## src/rtl/divisor_param.sv

```systemverilog
// divisor_param: multi-cycle restoring divider, unsigned unless DIVISOR_SIGNED_EN is defined
// (then operands/results are two's complement and an extra SIGNO state fixes the result signs).
//
// state    | meaning
// IDLE     | waiting for inicio, results held
// BAJAR    | bring down next dividend bit, or finish when counter reaches 0
// COMPARAR | compare partial remainder against divisor
// ADD_UNO  | subtract divisor, quotient bit 1
// ADD_CERO | quotient bit 0
// SIGNO    | apply result signs (signed build only)
// FIN      | results valid, listo pulse
module divisor_param #(
  parameter int WIDTH = 8
) (
  input  logic             clk,
  input  logic             rst,
  input  logic             inicio,
  input  logic [WIDTH-1:0] dividendo,
  input  logic [WIDTH-1:0] divisor,
  output logic [WIDTH-1:0] cociente,
  output logic [WIDTH-1:0] residuo,
  output logic             listo,
  output logic             ocupado,
  output logic             div_cero
);

  localparam int CW = $clog2(WIDTH + 1);

  typedef enum logic [2:0] {
    IDLE,
    BAJAR,
    COMPARAR,
    ADD_UNO,
    ADD_CERO,
`ifdef DIVISOR_SIGNED_EN
    SIGNO,
`endif
    FIN
  } state_t;

  state_t           state, state_nxt;
  logic [WIDTH-1:0] dvd;
  logic [WIDTH-1:0] dvs;
  logic [WIDTH:0]   rem;
  logic [WIDTH-1:0] quo;
  logic [CW-1:0]    cnt;
`ifdef DIVISOR_SIGNED_EN
  logic             neg_q;
  logic             neg_r;
`endif

  always_ff @(posedge clk or negedge rst) begin
    if (!rst) state <= IDLE;
    else      state <= state_nxt;
  end

  always_comb begin
    state_nxt = state;
    case (state)
      IDLE:     if (inicio) state_nxt = (divisor == '0) ? FIN : BAJAR;
`ifdef DIVISOR_SIGNED_EN
      BAJAR:    if (cnt == '0) state_nxt = SIGNO;
                else           state_nxt = COMPARAR;
      SIGNO:    state_nxt = FIN;
`else
      BAJAR:    if (cnt == '0) state_nxt = FIN;
                else           state_nxt = COMPARAR;
`endif
      COMPARAR: state_nxt = (rem >= {1'b0, dvs}) ? ADD_UNO : ADD_CERO;
      ADD_UNO:  state_nxt = BAJAR;
      ADD_CERO: state_nxt = BAJAR;
      FIN:      state_nxt = IDLE;
      default:  state_nxt = IDLE;
    endcase
  end

  assign listo   = (state == FIN);
  assign ocupado = (state != IDLE);

  always_ff @(posedge clk or negedge rst) begin
    if (!rst) begin
      dvd      <= '0;
      dvs      <= '0;
      rem      <= '0;
      quo      <= '0;
      cnt      <= '0;
      cociente <= '0;
      residuo  <= '0;
      div_cero <= 1'b0;
`ifdef DIVISOR_SIGNED_EN
      neg_q    <= 1'b0;
      neg_r    <= 1'b0;
`endif
    end else begin
      case (state)
        IDLE: if (inicio) begin
          rem      <= '0;
          quo      <= '0;
          cnt      <= CW'(WIDTH);
          div_cero <= (divisor == '0);
`ifdef DIVISOR_SIGNED_EN
          // Divide magnitudes; the most-negative value maps onto its own unsigned pattern.
          dvd      <= dividendo[WIDTH-1] ? -dividendo : dividendo;
          dvs      <= divisor[WIDTH-1] ? -divisor : divisor;
          neg_q    <= dividendo[WIDTH-1] ^ divisor[WIDTH-1];
          neg_r    <= dividendo[WIDTH-1];
`else
          dvd      <= dividendo;
          dvs      <= divisor;
`endif
          if (divisor == '0) begin
            cociente <= '1;
            residuo  <= dividendo;
          end
        end
        BAJAR: if (cnt == '0) begin
`ifndef DIVISOR_SIGNED_EN
          cociente <= quo;
          residuo  <= rem[WIDTH-1:0];
`endif
        end else begin
          rem <= {rem[WIDTH-1:0], dvd[WIDTH-1]};
          dvd <= {dvd[WIDTH-2:0], 1'b0};
          cnt <= cnt - 1'b1;
        end
        ADD_UNO: begin
          rem <= rem - {1'b0, dvs};
          quo <= {quo[WIDTH-2:0], 1'b1};
        end
        ADD_CERO: quo <= {quo[WIDTH-2:0], 1'b0};
`ifdef DIVISOR_SIGNED_EN
        SIGNO: begin
          cociente <= neg_q ? -quo : quo;
          residuo  <= neg_r ? -rem[WIDTH-1:0] : rem[WIDTH-1:0];
        end
`endif
        default: ;
      endcase
    end
  end

endmodule
```

## config.mk

```make
export PLATFORM = sky130hd
export DESIGN_NAME = divisor_param
export DESIGN_NICKNAME = d
export VERILOG_FILES = /design/src/rtl/divisor_param.sv
export SDC_FILE = /design/constraint.sdc
export NUM_CORES = 1
export LEC_CHECK = 0
export CAP_MARGIN = 20
export CORE_ASPECT_RATIO = 1.2
export CORE_UTILIZATION = 53
export CTS_CLUSTER_DIAMETER = 100
export DETAILED_ROUTE_END_ITERATION = 10
export PLACE_DENSITY = 0.77
export SYNTH_ARGS = -nofsm -noshare
export SYNTH_HDL_FRONTEND = slang
export SYNTH_SLANG_ARGS = --single-unit
```

## constraint.sdc

```tcl
create_clock -name clk -period 2.6 [get_ports clk]
set_input_delay 0.65 -clock clk [delete_from_list [all_inputs] [get_ports clk]]
set_output_delay 0.65 -clock clk [all_outputs]
set_load 0.005 [all_outputs]
```

; Word-level counts from Yosys, hierarchy flattened
; Index checks and enable logic that the tools add are counted.
[totals]
output_inout_bits = 19
wordCells = 58
inputBits = 19
reg_bits = 57
[op_classes]
mux = 24
n_lt_le_gt_ge = 1
n_eq_ne = 9
reduce_logical = 13
add_sub_neg = 2
[ops]
columns = op, count
row1 = 8-bit two-way mux, 9
row2 = 8-bit case mux with 2 select lines, 3
row3 = 9-bit case mux with 3 select lines, 1
row4 = 8-bit case mux with 3 select lines, 1
row5 = 9-bit two-way mux, 2
row6 = 3-bit two-way mux, 4
row7 = 3-bit case mux with 4 select lines, 1
row8 = 9-bit by 8-bit greater-or-equal comparator with 1-bit output, 1
row9 = 3-bit nonzero test, 3
row10 = 9-bit by 8-bit subtractor with 9-bit output, 1
row11 = 8-bit logical NOT, 1
row12 = 4-bit two-way mux, 2
row13 = 2-bit inequality test (second input constant), 4
row14 = 4-bit case mux with 2 select lines, 1
row15 = 3-bit by 2-bit == test with 1-bit output (second input constant), 2
row16 = 3-bit == test (second input constant), 2
row17 = 3-bit AND reduction, 2
row18 = 4-bit logical NOT, 1
row19 = 2-bit AND reduction, 2
row20 = 4-bit AND reduction, 1
row21 = 4-bit by 1-bit subtractor with 4-bit output (second input constant), 1
row22 = 3-bit by 1-bit == test with 1-bit output (second input constant), 1
row23 = 3-bit logical NOT, 1
row24 = 2-bit nonzero test, 1
row25 = 2-bit OR reduction, 1

; Depth between registers and ports, before layout
; Gate-level depths: netlist of run 1.
[logic_depth]
ltp_word = 4
mapped_depth = 8
depth_no_buf = 8

; Worst setup path after synthesis of run 1
; OpenSTA, ideal clock, no wires.
[synth_path]
kind = register to register
startpoint = register rem[4]
endpoint = register state[0]
path_slack_ps = 741
n_path_buf = 0
setup_time_ps = 124
path_stages_with_launch = 7
arrival_time_ps = 1735
synth_period_minus_slack_ps = 1859
cell_sequence = dfrtp_1 > ha_1 > a21o_1 > a31o_2 > o21ai_0 > nand2b_1 > o31a_1
[synth_via]
elab_chain_len = 3
[synth_rtl]
columns = element, line
row1 = from (decl), 44  ; logic [WIDTH:0] rem;
row2 = from (signal assigned), 122  ; rem <= {rem[WIDTH-1:0], dvd[WIDTH-1]};
row3 = from (signal assigned), 127  ; rem <= rem - {1'b0, dvs};
row4 = 9-bit by 8-bit greater-or-equal comparator with 1-bit output, 69  ; COMPARAR: state_nxt = (rem >= {1'b0, dvs}) ? ADD_UNO : ADD_CERO;
row5 = 3-bit two-way mux, 69
row6 = 3-bit case mux with 4 select lines, 59  ; case (state)
row7 = to (signal assigned), 54  ; else state <= state_nxt;
row8 = to (decl), 41  ; state_t state, state_nxt;
; No other way between the ends.
; A chain may end at the register's enable or synchronous reset.

; Worst setup path in the final report of run 1
[layout_path]
startpoint = register state[0]
endpoint = output port ocupado
[layout_via]
elab_chain_len = 1
[layout_rtl]
columns = element, line
row1 = 3-bit nonzero test, 78  ; assign ocupado = (state != IDLE);
row2 = to (decl), 23  ; output logic ocupado,
; No other way between the ends.

==> out/metrics.cfg, run 1 <==
[worst_setup_path]
r2r_cells = 6
r2r_start = rem[4]$_DFFE_PN0P_
start_kind = register
endpoint = ocupado
max_stage_delay_ns = 0.60
critPathMaxFanout = 14
worstSetupPathType = register to output port
crit_chain = nor3_1 -> buf_4 -> inv_1 -> clkdlybuf4s50_1
cp.required_ns = 1.95
cp-startpoint = state[0]$_DFFE_PN0P_
end_kind = output port
worstPathArrival_ns = 1.75
cp_slowest_cell = dfrtp_1
crit_buf_inv = 3
worstReg2RegEnd = state[0]$_DFFE_PN0P_
crit_family = buffers and inverters
cp_num_cells = 4
r2r_setup_slack_ns = 0.47

[floorplanning]
die_area_um2 = 5720
initial_core_util = 0.546
rows = 29
die_h_um = 82.7
io_pins = 38
die_w_um = 69.2
core_area_um2 = 5260

[yosys]
synth_cell_types = 43
yosysWarnings = 0
netlist_area_um2 = 2870
ys_seq_elements = 57
syn_inst = 310
ys_seq_area_frac = 0.496
syn_nets = 340
avgSynthCellArea_um2 = 9.27

[cells_and_area]
fill_cells = 432
nets = 383
syn_to_final_growth_pct = 22.2
drive_above_1_share = 0.0924
fin_area_um2 = 3510
final_cells = 419
final_cell_mix = dfrtp_1, nand2_1, nor2_1
antenna_cells = 0
mostFrequentLayoutCell = dfrtp_1

[timing]
finalCritPeriodShare = 0.923
finalSetupViolations = 0
slew_headroom = 0.479
finalClockSkew_ns = 0.0122
period_minus_slack_ns = 2.40
rsz0062_at_grt = false
tightest_slew_ns = 0.780
holdWs_ns = 0.457
hold_viol = 0
finalSetupTns_ns = 0
report.final.slew_viol_count = 0
clock.fmax_mhz = 417

[pwr]
power_switching_w = 0.000490
p_int_w = 0.00155
combPwrFrac = 0.116
swShare = 0.240
clkPwrFrac = 0.429
finalPower_w = 0.00204
p_per_area_nw_per_um2 = 582
p_leak_nw = 1.63
vdd_drop_max_uv = 446
seq_power_share = 0.455

[placed_design]
gp_congestion = 0.847
hpwl_mm = 4.45
placement.io_buffers = 37
dp_cells = 404
placed_cell_area_um2 = 3300

[route]
vias_per_cell = 5.57
via_count = 2334
remaining_drc_errors = 0
drtIter0Drc = 193
dr.pass1.iters = 4
drt_wl_total_mm = 6.31
wire_per_inst_um = 15.1
ant_nets = 0

[global_routing]
grt_pass1_vias = 2192
overflow = 0
antenna_found_initial = 0
grt_first_pass_wirelength_mm = 10.2
track_usage = 0.239
grt_max_degree = 58

[outcome]
outcome = finished clean

[cts]
ctsResizeCount = 0
clk_pin_slew_ns = 0.06
hold_buffers = 0
clk_latency_ns = 0.34
numCtsBuffers = 9
cts_tree = built
numClockSinks = 57
h-tree-depth = 3
clock_path_buffers = 2
clockRootBuffer = clkbuf_8
cts_setup_buffers = 0

[run]
drv_cap = 0

[hold_path]
hp-class = input pin to asynchronous set/reset pin

-- cell usage after synthesis (all sizes together) --
master,number,share of area
dfrtp,57,0.50
nand2,56,0.074
nor2,44,0.061
o21ai,19,0.037
a31oi,18,0.039
a21oi,17,0.030
inv,14,0.018
ha,10,0.044
buf,9,0.021
a22o,8,0.024
nand2b,6,0.013
a21o,5,0.013
nand4,4,0.0087
xor2,4,0.012
a211oi,3,0.0078
and2,3,0.0065
clkbuf,3,0.0039
nand3,3,0.0052
nor3,3,0.0052
nor3b,3,0.011
nor4,3,0.0065
mux2i,2,0.0070
nand3b,2,0.0052
o211ai,2,0.0052
o41ai,2,0.0061
or3b,2,0.0061
a311oi,1,0.0091
a31o,1,0.0030
a32oi,1,0.0030
and3,1,0.0022
fa,1,0.0070
o31a,1,0.0030
or3,1,0.0022
xnor2,1,0.0030
-- final cells by class --
type / count / area (um2) / area share
tap: 62 / 77.6 / 0.0221
timing repair buffer: 44 / 418 / 0.119
clock inverter: 2 / 35.0 / 0.00998
clock buffer: 13 / 179 / 0.0509
sequential: 57 / 1430 / 0.406
inverter: 14 / 52.6 / 0.0150
multi-input combinational: 227 / 1320 / 0.377
-- worst register-to-register path, delay by kind of cell, from the launching register on --
kind / cells / cell delay [ns]
compound gates: 4 / 1.08
fa+ha+maj: 1 / 0.38
flops: 1 / 0.43
simple gates: 1 / 0.14
-- power by group through the flow --
| stage | clock [W] | sequential (W) | combinational [W] |
|---|---|---|---|
| 3_5_place_dp | 0 | 0.000947 | 0.000236 |
| 4_1_cts | 0.000887 | 0.000930 | 0.000237 |
| 3_3_place_gp | 0 | 0.000946 | 0.000231 |
| 6_report | 0.000877 | 0.000931 | 0.000237 |
| 2_1_floorplan | 0 | 0.000940 | 0.000153 |
| 5_1_grt | 0.000925 | 0.000933 | 0.000268 |
-- layer usage --
layer,track usage,share of wire,routed length (um),vias up
met5,0,0,0,-
met4,0.127,0.016,101,0
met3,0.0546,0.033,210,10
met2,0.397,0.50,3170,46
met1,0.293,0.45,2830,1110
li1,-,-,-,1168
-- metrics by stage --
stage                     worst slack [ns]  utilization
final                                0.200        0.668
after CTS                            0.191        0.668
after detailed placement             0.209        0.627
after floorplan                      0.741            -
after global placement               0.276        0.627
after global routing                 0.139        0.668
-- state kept, by name, summed over array words and instances, names as in the netlist --
name	count
cociente	8
dvs	8
cnt	4
div_cero	1
quo	8
dvd	8
state	3
residuo	8
rem	9
-- worst min path at each step --
stage / slack, ns / cells after the start / endpoint
final: 0.46 / 2 / dvs[6]$_DFFE_PN0P_
after global routing: 0.51 / 1 / dvd[0]$_DFFE_PN0P_
after CTS: 0.47 / 2 / dvs[6]$_DFFE_PN0P_
after detailed placement: 0.48 / 2 / div_cero$_DFFE_PN0P_
after global placement: 0.47 / 2 / dvs[0]$_DFFE_PN0P_
after floorplan: 0.35 / 0 / cnt[0]$_DFFE_PN0P_
-- cell families after synthesis --
family,synth area share
AND/OR/NAND/NOR,0.207
AO/OA/AOI/OAI,0.181
flip-flops,0.496
buffers and inverters,0.0431
adder cells (fa/ha/maj),0.0505
XOR/XNOR,0.0152
multiplexers,0.00697
Note: power is estimated with default switching activity, not from simulation.
==> run 2: changes to the inputs <==
--- a/config.mk
+++ b/config.mk
@@ -10,7 +10,8 @@
 export CORE_UTILIZATION = 53
 export CTS_CLUSTER_DIAMETER = 100
 export DETAILED_ROUTE_END_ITERATION = 10
-export PLACE_DENSITY = 0.77
+export DONT_BUFFER_PORTS = 1
+export PLACE_DENSITY = 0.68
 export SYNTH_ARGS = -nofsm -noshare
 export SYNTH_HDL_FRONTEND = slang
 export SYNTH_SLANG_ARGS = --single-unit
==> constraint.sdc (replaced) <==
create_clock -name clk -period 2.21 [get_ports clk]
set_input_delay 0.5525 -clock clk [delete_from_list [all_inputs] [get_ports clk]]
set_output_delay 0.5525 -clock clk [all_outputs]
set_load 0.005 [all_outputs]
==> run 2 against run 1 <==
Against the previous run: setup slack lost 0.12 ns; clock power up 25%; cell area decreased by 8.9%; critical path type is now register to register; combinational power grew 4%; wire length up 0.55%; core utilization down 5.9 points; largest cell class unchanged; sequential share of layout area increased by 4.0 points.
==> out/metrics.cfg, run 2 (synthesis results as in run 1) <==
[pwr]
p_leak_nw = 1.51
vdd_drop_max_uv = 516
p_per_area_nw_per_um2 = 761

[cells_and_area]
mostFrequentLayoutCell = dfrtp_1
final_cell_mix = dfrtp_1, nand2_1, nor2_1
syn_to_final_growth_pct = 11.3
drive_above_1_share = 0.102
multiInputGateArea_um2 = 1330
regMostFlops = rem
antenna_cells = 0
largest_reg_flops = 9
nets = 349
fill_cells = 447
regArea_um2 = 1430

[timing]
finalSetupViolations = 0
slew_headroom = 0.539
finalCritPeriodShare = 0.964
period_minus_slack_ns = 2.13
holdWs_ns = 0.0743
finalSetupTns_ns = 0
rsz0062_at_grt = false
finalClockSkew_ns = 0.00825
report.final.slew_viol_count = 0
tightest_slew_ns = 0.692
hold_viol = 0
clock.fmax_mhz = 470

[cts]
numClockSinks = 57
cts_setup_buffers = 0
clk_pin_slew_ns = 0.06
clock_path_buffers = 2
clk_latency_ns = 0.34
numCtsBuffers = 9
h-tree-depth = 3
clockRootBuffer = clkbuf_8
cts_tree = built

[global_routing]
overflow = 0
antenna_found_initial = 0
grt_first_pass_wirelength_mm = 9.66
grt_max_degree = 58
grt_pass1_vias = 1991
track_usage = 0.223

[floorplanning]
die_h_um = 82.7
initial_core_util = 0.546
io_pins = 38
die_w_um = 69.2
rows = 29
core_area_um2 = 5260
die_area_um2 = 5720

[worst_setup_path]
worstPathArrival_ns = 2.31
cp.required_ns = 2.39
worstReg2RegEnd = residuo[7]$_DFFE_PN0P_
r2r_start = cnt[0]$_DFFE_PN0P_
r2r_cells = 5
start_kind = register
end_kind = register
critPathMaxFanout = 16
endpoint = residuo[7]$_DFFE_PN0P_
worstSetupPathType = register to register
cp-startpoint = cnt[0]$_DFFE_PN0P_
r2r_setup_slack_ns = 0.08

[run]
drv_cap = 0

[placed_design]
hpwl_mm = 4.36
placement.io_buffers = 0
gp_congestion = 0.872

[route]
vias_per_cell = 5.94
wire_per_inst_um = 16.4
via_count = 2292
ant_nets = 0
dr.pass1.iters = 4
remaining_drc_errors = 0
drt_wl_total_mm = 6.35
drtIter0Drc = 214

[outcome]
outcome = finished clean

[hold_path]
hp-class = input pin to asynchronous set/reset pin

==> run 2: cell types whose count changed in the layout (fill, tap and decap cells not counted) <==
cell	before	now
clkdlybuf4s50_1	36	0
buf_4	7	8
buf_16	0	1
o21ai_2	0	1
clkinv_2	1	0
bufinv_16	1	2
clkbuf_1	0	3
clkbuf_8	13	11
buf_2	1	0
==> run 2: critical path, cell delays in order (launching register included) <==
cell and delay [ns]:
dfrtp_1 0.40, inv_1 0.09, ha_1 0.15, or3b_2 0.54, o21ai_2 0.61, a21oi_1 0.17
==> run 2: per-layer routing <==
layer  vias up  part of all wire  global-route usage
met1      1111              0.46               0.283
li1       1100                 -                   -
met5         -                 0                   0
met2        69              0.46               0.345
met3        12             0.054              0.0680
met4         0             0.022               0.116
==> run 2: cell type report <==
| cell class | count | area share |
|---|---|---|
| Clock inverter | 2 | 0.0188 |
| Tap cell | 62 | 0.0242 |
| Timing Repair Buffer | 9 | 0.0274 |
| Inverter | 14 | 0.0164 |
| Sequential cell | 57 | 0.446 |
| Clock buffer | 14 | 0.0508 |
| Multi-Input combinational cell | 228 | 0.417 |
==> run 2: how the worst min path moves through the flow <==
stage                                    endpoint  slack (ns)  depth (start not counted)
after global placement    cociente[3]$_DFFE_PN0P_        0.26                          0
after detailed placement  cociente[3]$_DFFE_PN0P_        0.26                          0
after floorplan                cnt[0]$_DFFE_PN0P_        0.26                          0
final                     cociente[7]$_DFFE_PN0P_        0.07                          1
after CTS                 cociente[7]$_DFFE_PN0P_        0.08                          1
after global routing       residuo[6]$_DFFE_PN0P_        0.08                          1
==> run 2: stage by stage <==
stage | std cells | total power [W] | setup WS (ns) | util | instance area [um2]
floorplan | 310 | 0.00129 | 0.351 | - | 2870
global placement | 368 | 0.00132 | 0.206 | 0.559 | 2940
detailed placement | 368 | 0.00133 | 0.123 | 0.559 | 2940
CTS | 385 | 0.00245 | 0.111 | 0.606 | 3190
global route | 386 | 0.00253 | 0.0228 | 0.608 | 3200
finish | 386 | 0.00244 | 0.0802 | 0.608 | 3200
==> run 2: power by group <==
part | leakage (nW) | internal (W) | total (W) | switching, W
clock | 0.111 | 0.000698 | 0.00110 | 0.000399
combinational | 0.683 | 0.0000924 | 0.000246 | 0.000153
sequential | 0.720 | 0.00108 | 0.00109 | 0.0000168
==> run 2: repair_timing <==
action	in CTS	in global routing
endpoints found under the setup margin	0	12
gates resized for setup	0	0
hold buffers	1	0
hold endpoints to repair	57	0
